[config.mk]
export PLATFORM = sky130hd
export DESIGN_NAME = button_debouncer
export DESIGN_NICKNAME = d
export VERILOG_FILES = /design/src/rtl/button_debouncer.sv
export SDC_FILE = /design/constraint.sdc
export NUM_CORES = 1
export LEC_CHECK = 0
export CAP_MARGIN = 0
export CORE_ASPECT_RATIO = 0.5
export CORE_MARGIN = 2
export CORE_UTILIZATION = 37
export CTS_BUF_LIST = sky130_fd_sc_hd__clkbuf_4 sky130_fd_sc_hd__clkbuf_8 sky130_fd_sc_hd__clkbuf_16
export DETAILED_ROUTE_END_ITERATION = 8
export DONT_BUFFER_PORTS = 1
export GPL_ROUTABILITY_DRIVEN = 0
export GPL_TIMING_DRIVEN = 0
export SLEW_MARGIN = 40
export SYNTH_ARGS = -nofsm -noshare
export SYNTH_HDL_FRONTEND = slang
export SYNTH_SLANG_ARGS = --single-unit
export TNS_END_PERCENT = 50
[constraint.sdc]
create_clock -name clk -period 2.1 [get_ports clk]
set_input_delay 0.63 -clock clk [delete_from_list [all_inputs] [get_ports clk]]
set_output_delay 0.63 -clock clk [all_outputs]
set_load 0.05 [all_outputs]
[src/rtl/button_debouncer.sv]
// Push-button conditioner: 2-FF synchroniser per channel followed by a stability
// counter/FSM that moves the clean level only after STABLE_CYCLES equal samples.
module button_debouncer #(
  parameter int WIDTH         = 3,
  parameter int STABLE_CYCLES = 500000,
  parameter bit ACTIVE_LOW    = 1'b1
) (
  input  logic             clk,
  input  logic             sync_reset,
  input  logic [WIDTH-1:0] button_raw,
  output logic [WIDTH-1:0] button_level,
  output logic [WIDTH-1:0] bounce_active
);

  localparam int               CW       = $clog2(STABLE_CYCLES + 1);
  localparam logic [CW-1:0]    CNT_LAST = CW'(STABLE_CYCLES - 1);
  localparam logic [CW-1:0]    CNT_ONE  = CW'(1);
  localparam logic [CW-1:0]    CNT_ZERO = {CW{1'b0}};
  localparam logic [WIDTH-1:0] INACTIVE = ACTIVE_LOW ? {WIDTH{1'b1}} : {WIDTH{1'b0}};
  localparam bit               SINGLE   = (STABLE_CYCLES == 1);

  typedef enum logic [1:0] {
    ST_STABLE_0 = 2'd0,
    ST_PEND_1   = 2'd1,
    ST_STABLE_1 = 2'd2,
    ST_PEND_0   = 2'd3
  } state_t;

  logic [WIDTH-1:0] r_sync1;
  logic [WIDTH-1:0] r_sync2;
  logic [WIDTH-1:0] w_sample;

  // Two-stage synchroniser; reset loads the released pin level
  always_ff @(posedge clk) begin
    if (sync_reset) begin
      r_sync1 <= INACTIVE;
      r_sync2 <= INACTIVE;
    end else begin
      r_sync1 <= button_raw;
      r_sync2 <= r_sync1;
    end
  end

  // XOR with the released level yields 1 = pressed regardless of polarity
  assign w_sample = r_sync2 ^ INACTIVE;

  for (genvar g = 0; g < WIDTH; g++) begin : g_chan
    state_t        r_state;
    state_t        w_state_nxt;
    logic [CW-1:0] r_cnt;
    logic [CW-1:0] w_cnt_nxt;
    logic          r_level;
    logic          r_bounce;

    // Next-state and counter update for one channel
    always_comb begin
      w_state_nxt = r_state;
      w_cnt_nxt   = r_cnt;
      case (r_state)
        ST_STABLE_0: begin
          if (w_sample[g]) begin
            if (SINGLE) begin
              w_state_nxt = ST_STABLE_1;
              w_cnt_nxt   = CNT_ZERO;
            end else begin
              w_state_nxt = ST_PEND_1;
              w_cnt_nxt   = CNT_ONE;
            end
          end else begin
            w_cnt_nxt = CNT_ZERO;
          end
        end
        ST_PEND_1: begin
          if (!w_sample[g]) begin
            w_state_nxt = ST_STABLE_0;
            w_cnt_nxt   = CNT_ZERO;
          end else if (r_cnt == CNT_LAST) begin
            w_state_nxt = ST_STABLE_1;
            w_cnt_nxt   = CNT_ZERO;
          end else begin
            w_cnt_nxt = r_cnt + CNT_ONE;
          end
        end
        ST_STABLE_1: begin
          if (!w_sample[g]) begin
            if (SINGLE) begin
              w_state_nxt = ST_STABLE_0;
              w_cnt_nxt   = CNT_ZERO;
            end else begin
              w_state_nxt = ST_PEND_0;
              w_cnt_nxt   = CNT_ONE;
            end
          end else begin
            w_cnt_nxt = CNT_ZERO;
          end
        end
        ST_PEND_0: begin
          if (w_sample[g]) begin
            w_state_nxt = ST_STABLE_1;
            w_cnt_nxt   = CNT_ZERO;
          end else if (r_cnt == CNT_LAST) begin
            w_state_nxt = ST_STABLE_0;
            w_cnt_nxt   = CNT_ZERO;
          end else begin
            w_cnt_nxt = r_cnt + CNT_ONE;
          end
        end
        default: begin
          w_state_nxt = ST_STABLE_0;
          w_cnt_nxt   = CNT_ZERO;
        end
      endcase
    end

    // State, counter and outputs; outputs decode the next state so they move with it
    always_ff @(posedge clk) begin
      if (sync_reset) begin
        r_state  <= ST_STABLE_0;
        r_cnt    <= CNT_ZERO;
        r_level  <= 1'b0;
        r_bounce <= 1'b0;
      end else begin
        r_state  <= w_state_nxt;
        r_cnt    <= w_cnt_nxt;
        r_level  <= (w_state_nxt == ST_STABLE_1) || (w_state_nxt == ST_PEND_0);
        r_bounce <= (w_state_nxt == ST_PEND_1) || (w_state_nxt == ST_PEND_0);
      end
    end

    assign button_level[g]  = r_level;
    assign bounce_active[g] = r_bounce;
  end

endmodule

==> metrics.txt <==
Num CTS Buffers 9; Final Hold Slack 401.5 ps; Syn-to-layout area delta 16.68%; post-DP HPWL 4081 um; DR iter-0 viols 105; Worst-path clk slew 50 ps; multi-input logic area 0.001610 sq mm; GRT met3 Usage 6.579%; critical path type reg -> reg; area leader, netlist dfxtp_1; Syn Nets 364; largest net degree at the start of global routing 12; Slew headroom 63.26%; via/cell ratio 4.998; antenna violations before repair 0; cell total after placement 468; Post-Synth Simple-Gate Area 29.28%; final setup fails 0; met2 usage 22.96%; CP bufs+invs 2; max_cap viols 0; Pwr per Cell Area 763.5 mW/mm^2; largest family of logic cells by synthesized area simple AND/OR/NAND/NOR gates; CTS H-tree lvls 3; chip width 134.7 um; synthesized flop and latch total 72; outcome finished, final reports clean; Final Non-Filler Cells 491; Yosys cell types 37; CP max FO 10; post-synth top area share 45.64%; # clock sinks 72; Worst VDD drop 0.3532 mV; max-slew violations 0; Fmax 0.4973 GHz; Core Area 0.008144 sq mm; Die Y 69.33 um; Final Net Count 383; RSZ-0062 raised after global routing true; Period minus WS final 2011 ps; die area 0.009335 sq mm; Crit. End Element flip-flop; CTS tree built; FF+latch area 0.001451 sq mm; top-count cell post-synth dfxtp_1; WP data required 2320 ps; first-pass GRT wire length 10,410 um; Mean Syn Cell Area 8.871 sq um; Worst Path Arrival 2230 ps; maximum buffer depth of the clock tree 2; YS warnings 0; mux cell area share after synthesis 0%; grt ovf 0; fraction of synthesized cell area in xor and xnor cells 12.76%; Slew @ Worst Pin 546.1 ps; ranking of synthesized cells by area dfxtp_1 46%, xnor2_1 8.6%, nor2_1 6.5%, xor2_1 4.2%, nand4_1 3.8%; vias in the first global route 2,344; drt drc 0; root buffer cell clkbuf_16; TNS Setup 0 ps; critical path, cell by cell ha_2, nand4_1, or4_1, clkbuf_2, o211ai_4, buf_4, nor2_1; HP Class in -> reg; DRT Wirelength 5973 um; Synth Area in Adders 1.189%; period utilization 95.76%; layout cells sized above 1 14.51%; Netlist Area Pre-Place 0.003158 sq mm; Critical Path Source Type flip-flop; post-synthesis compound-gate area fraction 6.894%; synth cell count leaders 72 x dfxtp_1, 55 x nor2_1, 31 x xnor2_1, 22 x nand3_1, 21 x nand2_1; DRT antenna net count 0; asr flop ratio synth 0%; clk_skew 2.849 ps; fillers 763; slowest cell on the critical path or4_1; Leak 1.043 nW; Cell Rows 23; Seq/Total Area, Yosys 45.64%; port buffer count 0; gr busiest metal met2; delay-heaviest family, CP simple AND/OR/NAND/NOR gates; Main synth FF type dfxtp_1; I/O pin count 11; worst stage delay on the critical path 550 ps; final hold vios 0; Post-synth EDFFs 0; antenna cells 0; DRT Pass-1 Iters 4; Starting Density 38.78%; met1 GRT Util 15.92%; Via Count 2,454; wire per inst 12.16 um; Cells after Synth 356; All-Layer GR Usage 13.85%; Clk Latency, worst-skew pair 330 ps
-- cells by family (layout without fill, tap and decap cells) --
| kind of cell | Yosys count | count (layout) |
|---|---|---|
| xor+xnor | 46 | 46 |
| flops | 72 | 72 |
| fa+ha+maj | 3 | 3 |
| simple gates | 178 | 178 |
| buf+inv | 26 | 49 |
| compound gates | 31 | 31 |
-- state kept, by name, summed over array words and instances (netlist names) --
register         cells
g_chan.r_state       5
g_chan.r_level       1
g_chan.r_bounce      3
r_sync1              3
g_chan.r_cnt        57
r_sync2              3
-- worst reg2reg max path: cells and delay by family, from the launching register on --
kind	cells	cell delay, ps
AND/OR/NAND/NOR	3	720
buffers and inverters	2	380
flip-flops	1	370
adder cells (fa/ha/maj)	1	230
AO/OA/AOI/OAI	1	200
-- path summary, 6_finish.rpt --
| check | start | slack (ps) | endpoint | depth (start not counted) |
|---|---|---|---|---|
| max | g_chan[0].r_cnt[1] | 90 | g_chan[0].r_cnt[15] | 7 |
| min | button_raw[0] | 400 | r_sync1[0] | 1 |
| max reg2reg | g_chan[0].r_cnt[1] | 90 | g_chan[0].r_cnt[15] | 7 |
| min reg2reg | r_sync1[0] | 410 | r_sync2[0] | 1 |
-- final cells by class --
type,instances,area share [%]
Tap cell,112,3.803
Inverter,10,1.019
Clock inverter,3,0.4754
Buffer,15,2.615
Timing Repair Buffer,9,1.935
Multi-Input combinational cell,258,43.70
Clock buffer,12,7.063
Sequential cell,72,39.39
-- through the flow --
stage,utilization [%],setup slack (ps),power [mW],cell area [sq um]
after floorplan,-,24.86,1.432,3161
after global placement,40.53,-358.8,1.435,3301
after detailed placement,40.53,-390.2,1.436,3301
after CTS,44.55,-45.67,2.858,3628
after global routing,45.25,-4.343,2.932,3685
final,45.25,89.07,2.813,3685
-- power breakdown --
part,switching [mW],leakage (nW),total [mW],internal (mW)
logic,0.0149,0.321,0.0260,0.0112
registers,0.00593,0.584,1.38,1.37
clock network,0.543,0.138,1.41,0.865
-- cells in the final DEF (no fill, tap or decap), types with 10 or more instances in the layout --
cell type and count:
nor3_1 10, nand3_1 22, buf_4 16, nor2_1 55
nor4_1 14, a21oi_1 12, nand4_1 19, xnor2_1 31
inv_1 10, dfxtp_1 68, xor2_1 15, nand2_1 21
-- layer usage --
| layer | part of all wire (%) | vias up | routed length (um) |
|---|---|---|---|
| li1 | - | 1285 | - |
| met3 | 4.0 | 6 | 237 |
| met4 | 0.94 | 0 | 56 |
| met1 | 47 | 1143 | 2834 |
| met2 | 48 | 20 | 2846 |
| met5 | 0 | - | 0 |
-- timing repair --
item | CTS | global route
setup buffers | 2 | 6
endpoints found under the setup margin | 41 | 41
resized for setup | 9 | 9
gates cloned | 0 | 1
pin swaps | 5 | 4
hold buffers | 0 | 0
No activity file was read; power rests on OpenSTA's default activity.
